`src/rtl/gpr_scoreboard.sv`:
```
// gpr_scoreboard: general-purpose register file with an in-flight producer
// scoreboard, sitting between decode (read/issue side) and writeback.
//
// Ports:
//   clock, reset_n            rising-edge clock, async active-low reset
//   rs, rt -> a, b            combinational read ports (r0 reads 0)
//   issue_valid/_dest/_wr     decode issue request; busy[dest] set on accept
//   stall                     issue blocked: a source operand is busy
//   reg_write/num_write/
//   data_write                writeback port; clears busy[num_write]
//   busy_count                registered count of busy registers
//   wb_err                    sticky: writeback to a register that was not busy
//
// BYPASS=1 forwards same-cycle writeback data to the read ports and lets the
// same writeback release a pending stall.
module gpr_scoreboard #(
    parameter int DATA_W = 32,
    parameter int ADDR_W = 5,
    parameter int BYPASS = 1
) (
    input  logic              clock,
    input  logic              reset_n,
    input  logic [ADDR_W-1:0] rs,
    input  logic [ADDR_W-1:0] rt,
    output logic [DATA_W-1:0] a,
    output logic [DATA_W-1:0] b,
    input  logic              issue_valid,
    input  logic [ADDR_W-1:0] issue_dest,
    input  logic              issue_wr,
    output logic              stall,
    input  logic              reg_write,
    input  logic [ADDR_W-1:0] num_write,
    input  logic [DATA_W-1:0] data_write,
    output logic [ADDR_W:0]   busy_count,
    output logic              wb_err
);

    localparam int NUM_REGS = 2**ADDR_W;

    logic [NUM_REGS-1:0][DATA_W-1:0] regs;
    logic [NUM_REGS-1:0]             busy;
    logic [NUM_REGS-1:0]             busy_next;
    logic [ADDR_W:0]                 cnt_next;

    logic wb_hit;    // writeback to a real register this cycle
    logic byp_hit;   // writeback visible combinationally to reads/stall
    logic rs_busy;
    logic rt_busy;
    logic accept;
    logic set_hit;
    logic err_hit;

    assign wb_hit  = reg_write && (num_write != '0);
    // Gated by reset_n so the read ports stay at 0 throughout reset.
    assign byp_hit = (BYPASS != 0) && reset_n && wb_hit;

    // Read ports
    always_comb begin
        a = '0;
        b = '0;
        if (rs != '0)
            a = (byp_hit && num_write == rs) ? data_write : regs[rs];
        if (rt != '0)
            b = (byp_hit && num_write == rt) ? data_write : regs[rt];
    end

    // Source-busy check; a same-cycle writeback satisfies the operand when bypassing.
    assign rs_busy = busy[rs] && (rs != '0) && !(byp_hit && num_write == rs);
    assign rt_busy = busy[rt] && (rt != '0) && !(byp_hit && num_write == rt);
    assign stall   = issue_valid && (rs_busy || rt_busy);

    assign accept  = issue_valid && !stall;
    assign set_hit = accept && issue_wr && (issue_dest != '0);
    // A writeback to a non-busy register is an error unless the same edge
    // issues a new producer to it.
    assign err_hit = wb_hit && !busy[num_write] &&
                     !(set_hit && issue_dest == num_write);

    // Clear first, then set: a new producer issued on the writeback edge stays outstanding.
    always_comb begin
        busy_next = busy;
        if (wb_hit)
            busy_next[num_write] = 1'b0;
        if (set_hit)
            busy_next[issue_dest] = 1'b1;
        busy_next[0] = 1'b0;
    end

    always_comb begin
        cnt_next = '0;
        for (int i = 1; i < NUM_REGS; i++)
            cnt_next = cnt_next + {{ADDR_W{1'b0}}, busy_next[i]};
    end

    always_ff @(posedge clock or negedge reset_n) begin
        if (!reset_n) begin
            regs       <= '0;
            busy       <= '0;
            busy_count <= '0;
            wb_err     <= 1'b0;
        end else begin
            if (wb_hit)
                regs[num_write] <= data_write;
            busy       <= busy_next;
            busy_count <= cnt_next;
            if (err_hit)
                wb_err <= 1'b1;
        end
    end

endmodule

```
`config.mk`:
```
export PLATFORM = sky130hd
export DESIGN_NAME = gpr_scoreboard
export DESIGN_NICKNAME = d
export VERILOG_FILES = /design/src/rtl/gpr_scoreboard.sv
export SDC_FILE = /design/constraint.sdc
export NUM_CORES = 2
export LEC_CHECK = 0
export CORE_MARGIN = 10
export CORE_UTILIZATION = 40
export CTS_CLUSTER_DIAMETER = 40
export DETAILED_ROUTE_END_ITERATION = 8
export PLACE_DENSITY = 0.57
export SETUP_SLACK_MARGIN = 0.4
export SLEW_MARGIN = 20
export SYNTH_ARGS = -nofsm -noshare
export SYNTH_HDL_FRONTEND = slang
export SYNTH_SLANG_ARGS = --single-unit
export TNS_END_PERCENT = 100
```
`constraint.sdc`:
```
create_clock -name clock -period 11.83 [get_ports clock]
set_clock_uncertainty 0.1 [all_clocks]
set_input_delay 1.183 -clock clock [delete_from_list [all_inputs] [get_ports clock]]
set_output_delay 1.183 -clock clock [all_outputs]
set_load 0.01 [all_outputs]
```
### After elaboration in Yosys (flattened, before gate mapping)

Cells that the tools add are included.

* register bits: 1062
* input port bits: 57

* equality and inequality tests: 3
* bitwise operators: 3
* mux-type cells: 23
* add/sub/neg operators: 30
* reduce and logical (&&, ||, !) cells: 27
* $lt $le $gt $ge: 6

Operators by type and width (number)
* $bwmux W1024: 1
* $bmux W32 S5: 2
* $mux W32: 9
* $demux W32 S5: 1
* $add A6 B1 Y6: 25
* $and A32 B32 Y32: 1
* $not A32 Y32: 1
* $or A32 B32 Y32: 1
* $lt A5 B6 Y1 const B: 4
* $reduce_bool A5 Y1: 4
* $logic_and A1 B1 Y1: 17
* $bmux W1 S5: 3
* $eq A5 B5 Y1: 3
* $demux W1 S5: 2
* $ge A5 B1 Y1 const B: 2
* $add A5 B1 Y6: 1
* $add A4 B1 Y5: 1
* $logic_not A1 Y1: 5
* $mux W1: 5
* $add A3 B1 Y4: 1
* $add A2 B1 Y3: 1
* $add A1 B1 Y2: 1
* $logic_or A1 B1 Y1: 1

### Depth between registers and ports, before layout

* depth in word-level cells: 43
* depth in mapped cells: 26

### Worst setup path before layout

Ideal clock, no wire load.

* path kind: input to register
* start point: input rt[0]
* end point: register busy_count[4]
* setup time: 0.080 ns
* path slack: 4.308 ns
* required time: 11.650 ns
* data arrival time: 7.342 ns
* path buffers: 2
* stages: 21
* cell sequence: buf_4 > mux4_2 > mux2_2 > a211oi_2 > a2bb2oi_4 > buf_2 > a22oi_1 > fa_1 > inv_1 > fa_1 > inv_1 > fa_1 > inv_1 > fa_1 > fa_1 > fa_1 > fa_1 > fa_1 > a21o_1 > a21oi_1 > xnor2_1

* cells in the longest elaborated chain, start to end: 41

Ends and longest elaborated chain
* start: declaration: line 24 `input logic [ADDR_W-1:0] rt,`
* $bmux W1 S5 / $eq A5 B5 Y1 (equally long branches): line 69 `assign rt_busy = busy[rt] && (rt != '0) && !(byp_hit && num_write == rt);`
* $mux W1 (implied by the code) / $logic_and A1 B1 Y1 (equally long branches): line 69
* $logic_and A1 B1 Y1 / $logic_not A1 Y1 (equally long branches): line 69
* $logic_and A1 B1 Y1 (*): line 69
* $logic_or A1 B1 Y1 (*): line 70 `assign stall = issue_valid && (rs_busy || rt_busy);`
* $logic_and A1 B1 Y1 (*): line 70
* $logic_not A1 Y1 (*): line 72 `assign accept = issue_valid && !stall;`
* $logic_and A1 B1 Y1 (*): line 72
* [... 3 more ...]
* $add A1 B1 Y2: line 92 `cnt_next = cnt_next + {{ADDR_W{1'b0}}, busy_next[i]};`
* $add A2 B1 Y3: line 92
* $add A3 B1 Y4: line 92
* $add A4 B1 Y5: line 92
* $add A5 B1 Y6: line 92
* $add A6 B1 Y6 (24 in series): line 92
* $add A6 B1 Y6 (*): line 92
* named net cnt_next[4]: line 43 `logic [ADDR_W:0] cnt_next;`
* end signal: assignment: line 105 `busy_count <= cnt_next;`
* end: declaration: line 34 `output logic [ADDR_W:0] busy_count,`

Mark *: on every way through the listed nets, which the timed path passes. The rest lies on a longest branch. The select of a mux whose other input is x is not followed.
A chain may end at the register's enable or synchronous reset.

### Worst setup path in the final report

* start point: input num_write[2]
* end point: register busy_count[4]

RTL lines
* start: declaration: line 32 `input logic [ADDR_W-1:0] num_write,`
* branches (longest 12 deep; another with $lt A5 B6 Y1)
* $mux W32 (*): line 84 `if (set_hit)`
* named net busy_next[6]: line 42 `logic [NUM_REGS-1:0] busy_next;`
* $add A5 B1 Y6 (*): line 92
* $add A6 B1 Y6 (*) (25 in series): line 92
* named net cnt_next[4]: line 43

Mark *: on every way through the listed nets, which the timed path passes.

==> results by group <==
Run status
  – Status: finished clean

Finish
  – Layout cells sized above 1: a little over half
  – Fillers: 12500
  – Area grow syn2layout: 15.5%
  – Post-route cell area: 67200 um^2
  – Multi-input logic area: about 30000 um^2
  – Post-route insts no fill: ~5700
  – Utilization after layout: approximately 47%
  – Sequential cell area: between 20000 and 30000 um^2
  – Nets: 3781

Clock network
  – CTS tree: done
  – Clock latency on the worst-skew pair: roughly 780 ps
  – Post-CTS Repair Setup Buffers: 0
  – Root Driver: clkbuf_16
  – Max Root-Sink Buffers: 3
  – Post-CTS Resized: 0
  – CTS H-tree depth: 4
  – CTS Buf Count: approximately 170
  – Reg clk slew, reported paths: 50 ps
  – Hold buffer count at CTS: 0
  – TritonCTS Sinks: 1062

Worst setup path
  – Critical path origin: num_write[2]
  – Startpoint type of the worst setup path: input port
  – Worst R2R Start: busy[13]
  – CP required: around 12000 ps
  – Arr. time, crit path: between 9000 and 10000 ps
  – R2R cell count: 20
  – Reg2Reg Capture Point: busy_count[4]
  – Worst Path Max Fanout: 65
  – Worst Setup End Kind: register
  – WS Path Type: input port to register
  – Reg2Reg Setup Slack: 4610 ps

Floorplan
  – Core area: 144000 um^2
  – Die H: about 400 um
  – Num rows: 139
  – Initial Utilization: around two fifths
  – Die area: about 160000 um^2
  – # IOs: 129
  – Die Width: about 400 um

Timing
  – FMAX: 111 MHz
  – RSZ-0062 raised after global routing: no
  – Fin worst setup slack: 2840 ps
  – Pins over their slew limit: 0
  – Slew at the pin closest to its max-slew limit: 1120 ps
  – Slew headroom: 24.5%
  – Minimum clock period: 8990 ps
  – Final Hold Viols: 0
  – Final setup TNS: 0 ps
  – Endpoints failing setup: 0
  – Final period util: 76.0%

Place
  – Final RePlAce weighted congestion: 0.809
  – Dpl hpwl: 94800 um
  – Port bufs: 128
  – Post-DP Area: 61000 um^2
  – Post-Place Setup Slack: 2140 ps
  – Placed insts: 5428

GRT
  – Wire length of the first global-routing pass: 265000 um
  – Pin count of the biggest net entering global routing: 165
  – Initial antenna violation count: 9
  – Vias in the first global route: 37500
  – Gr ovfl total: 0
  – Total track usage: 22.0%

Detailed routing
  – Routed wire length per instance: 31.0 um
  – Post-DRT Antenna Nets: 0
  – Drt first pass iters: 5
  – Via-per-instance ratio: 6.17
  – Vias post-DR: about 35000
  – Total length of routed wires: ~180000 um
  – Number of remaining DRC errors: 0
  – DR iter-0 viols: 3094

Synth
  – Post-synth EDFFs: 0
  – Count leader, synth: dfrtp_1
  – Sequential share of the synthesized area: 45.7%
  – Largest area contributor in the netlist: dfrtp_1
  – Top_reg_cell synth: dfrtp_1
  – Syn avg cell area: 15.6 um^2
  – Mapped Area: between 50000 and 60000 um^2
  – Largest cells by area after synthesis: dfrtp_1, mux4_2, mux2_2
  – Mapped Cells: 3738
  – Yosys top cell area share: 45.7%
  – Post-synth cell types: 52
  – Post-synth ARST share: 100%
  – Yosys Warn Count: 0
  – Syn nets: ~3800
  – Synth Register Bits: 1062
  – Synth top cells by count: dfrtp_1, mux2_2, mux4_2, clkbuf_1, buf_2

Worst hold path
  – Worst hold path type: input port to asynchronous set/reset pin

Pwr
  – Pleak: about 29 nW
  – Pwr dens: 191 nW/um^2
  – Worst vdd ir: 0.127 mV

Run
  – # Max-Cap Violations: 0
sequential cells by signal, indices dropped and copies added, names as in the netlist:
| signal | flops |
|---|---|
| busy | 31 |
| busy_count | 6 |
| regs | 1024 |
| wb_err | 1 |
how the worst max path moves through the flow:
stage,end,slack [ps],depth (start not counted)
after floorplan,busy_count[4],4310,21
after global placement,busy_count[4],2210,21
after detailed placement,busy_count[4],2140,21
after CTS,busy_count[4],2930,21
after global routing,busy_count[4],2520,21
final,busy_count[4],2840,21
logic make-up after synthesis:
logic type	count (synthesis)	share of synthesized area, %
flip-flops	1062	45.7
buffers and inverters	465	3.37
adder cells (fa/ha/maj)	30	0.942
AND/OR/NAND/NOR	238	1.89
multiplexers	1730	45.6
XOR/XNOR	17	0.256
AO/OA/AOI/OAI	196	2.23
cell usage in the layout (no fill, tap or decap), types with 11 or more instances in the layout:
| master | count |
|---|---|
| buf_4 | 88 |
| fa_1 | 23 |
| a22oi_1 | 13 |
| nand3_1 | 21 |
| inv_6 | 12 |
| clkinv_4 | 11 |
| clkinv_2 | 27 |
| clkbuf_1 | 19 |
| clkbuf_8 | 12 |
| nor3_1 | 11 |
| a21oi_1 | 44 |
| o21ai_0 | 68 |
| nand2_4 | 26 |
| dfrtp_1 | 1062 |
| inv_1 | 31 |
| xnor2_1 | 11 |
| clkdlybuf4s50_1 | 113 |
| nand2_1 | 65 |
| mux2_2 | 1001 |
| a22o_1 | 14 |
| clkinvlp_4 | 15 |
| nor2_1 | 55 |
| nor2b_1 | 18 |
| mux4_2 | 636 |
| a32o_1 | 16 |
| a211oi_1 | 11 |
| clkbuf_16 | 171 |
| mux2i_1 | 93 |
| bufinv_16 | 37 |
metrics by stage:
stage | hold WS (ps) | power (mW)
2_1_floorplan | 341 | 6.63
3_3_place_gp | 276 | 7.41
3_5_place_dp | 284 | 7.49
4_1_cts | 168 | 13.0
5_1_grt | 198 | 13.4
6_report | 201 | 12.8
area by class of cell:
type	count	area share (%)
sequential	1062	39.6
antenna	2	0.00745
multi-input combinational	2211	44.5
inverter	34	0.201
timing repair buffer	218	2.98
clock inverter	108	2.48
tap	1903	3.55
clock buffer	202	6.72
power breakdown:
part	internal, mW	switching, mW	total, mW	leakage (nW)
combinational	1.57	1.03	2.60	12.4
sequential	4.32	0.494	4.82	13.7
clock	3.54	1.88	5.43	2.99
total	9.44	3.41	12.8	29.0
critical path, stage by stage:
cell and delay [ps]:
clkdlybuf4s50_1 750, or3_1 550, o311ai_1 420, or4_4 880, nand4_1 300, a2bb2oi_4 240, buf_4 290, a32o_1 330
fa_1 550, inv_1 60, fa_1 520, fa_1 510, inv_1 60, fa_1 540, fa_1 440, fa_1 490
fa_1 460, fa_1 470, a21o_1 190, a21oi_1 170, xnor2_1 140
routing by layer:
metal  track usage [%]  part of all wire (%)  vias up
met5                 0                 0.039        -
met4              6.29                   2.5       10
met3              4.32                   5.7      275
met2              34.4                    47     1029
met1              31.1                    45    19600
li1                  -                     -    14500
Power figures use the tool's default switching activity.
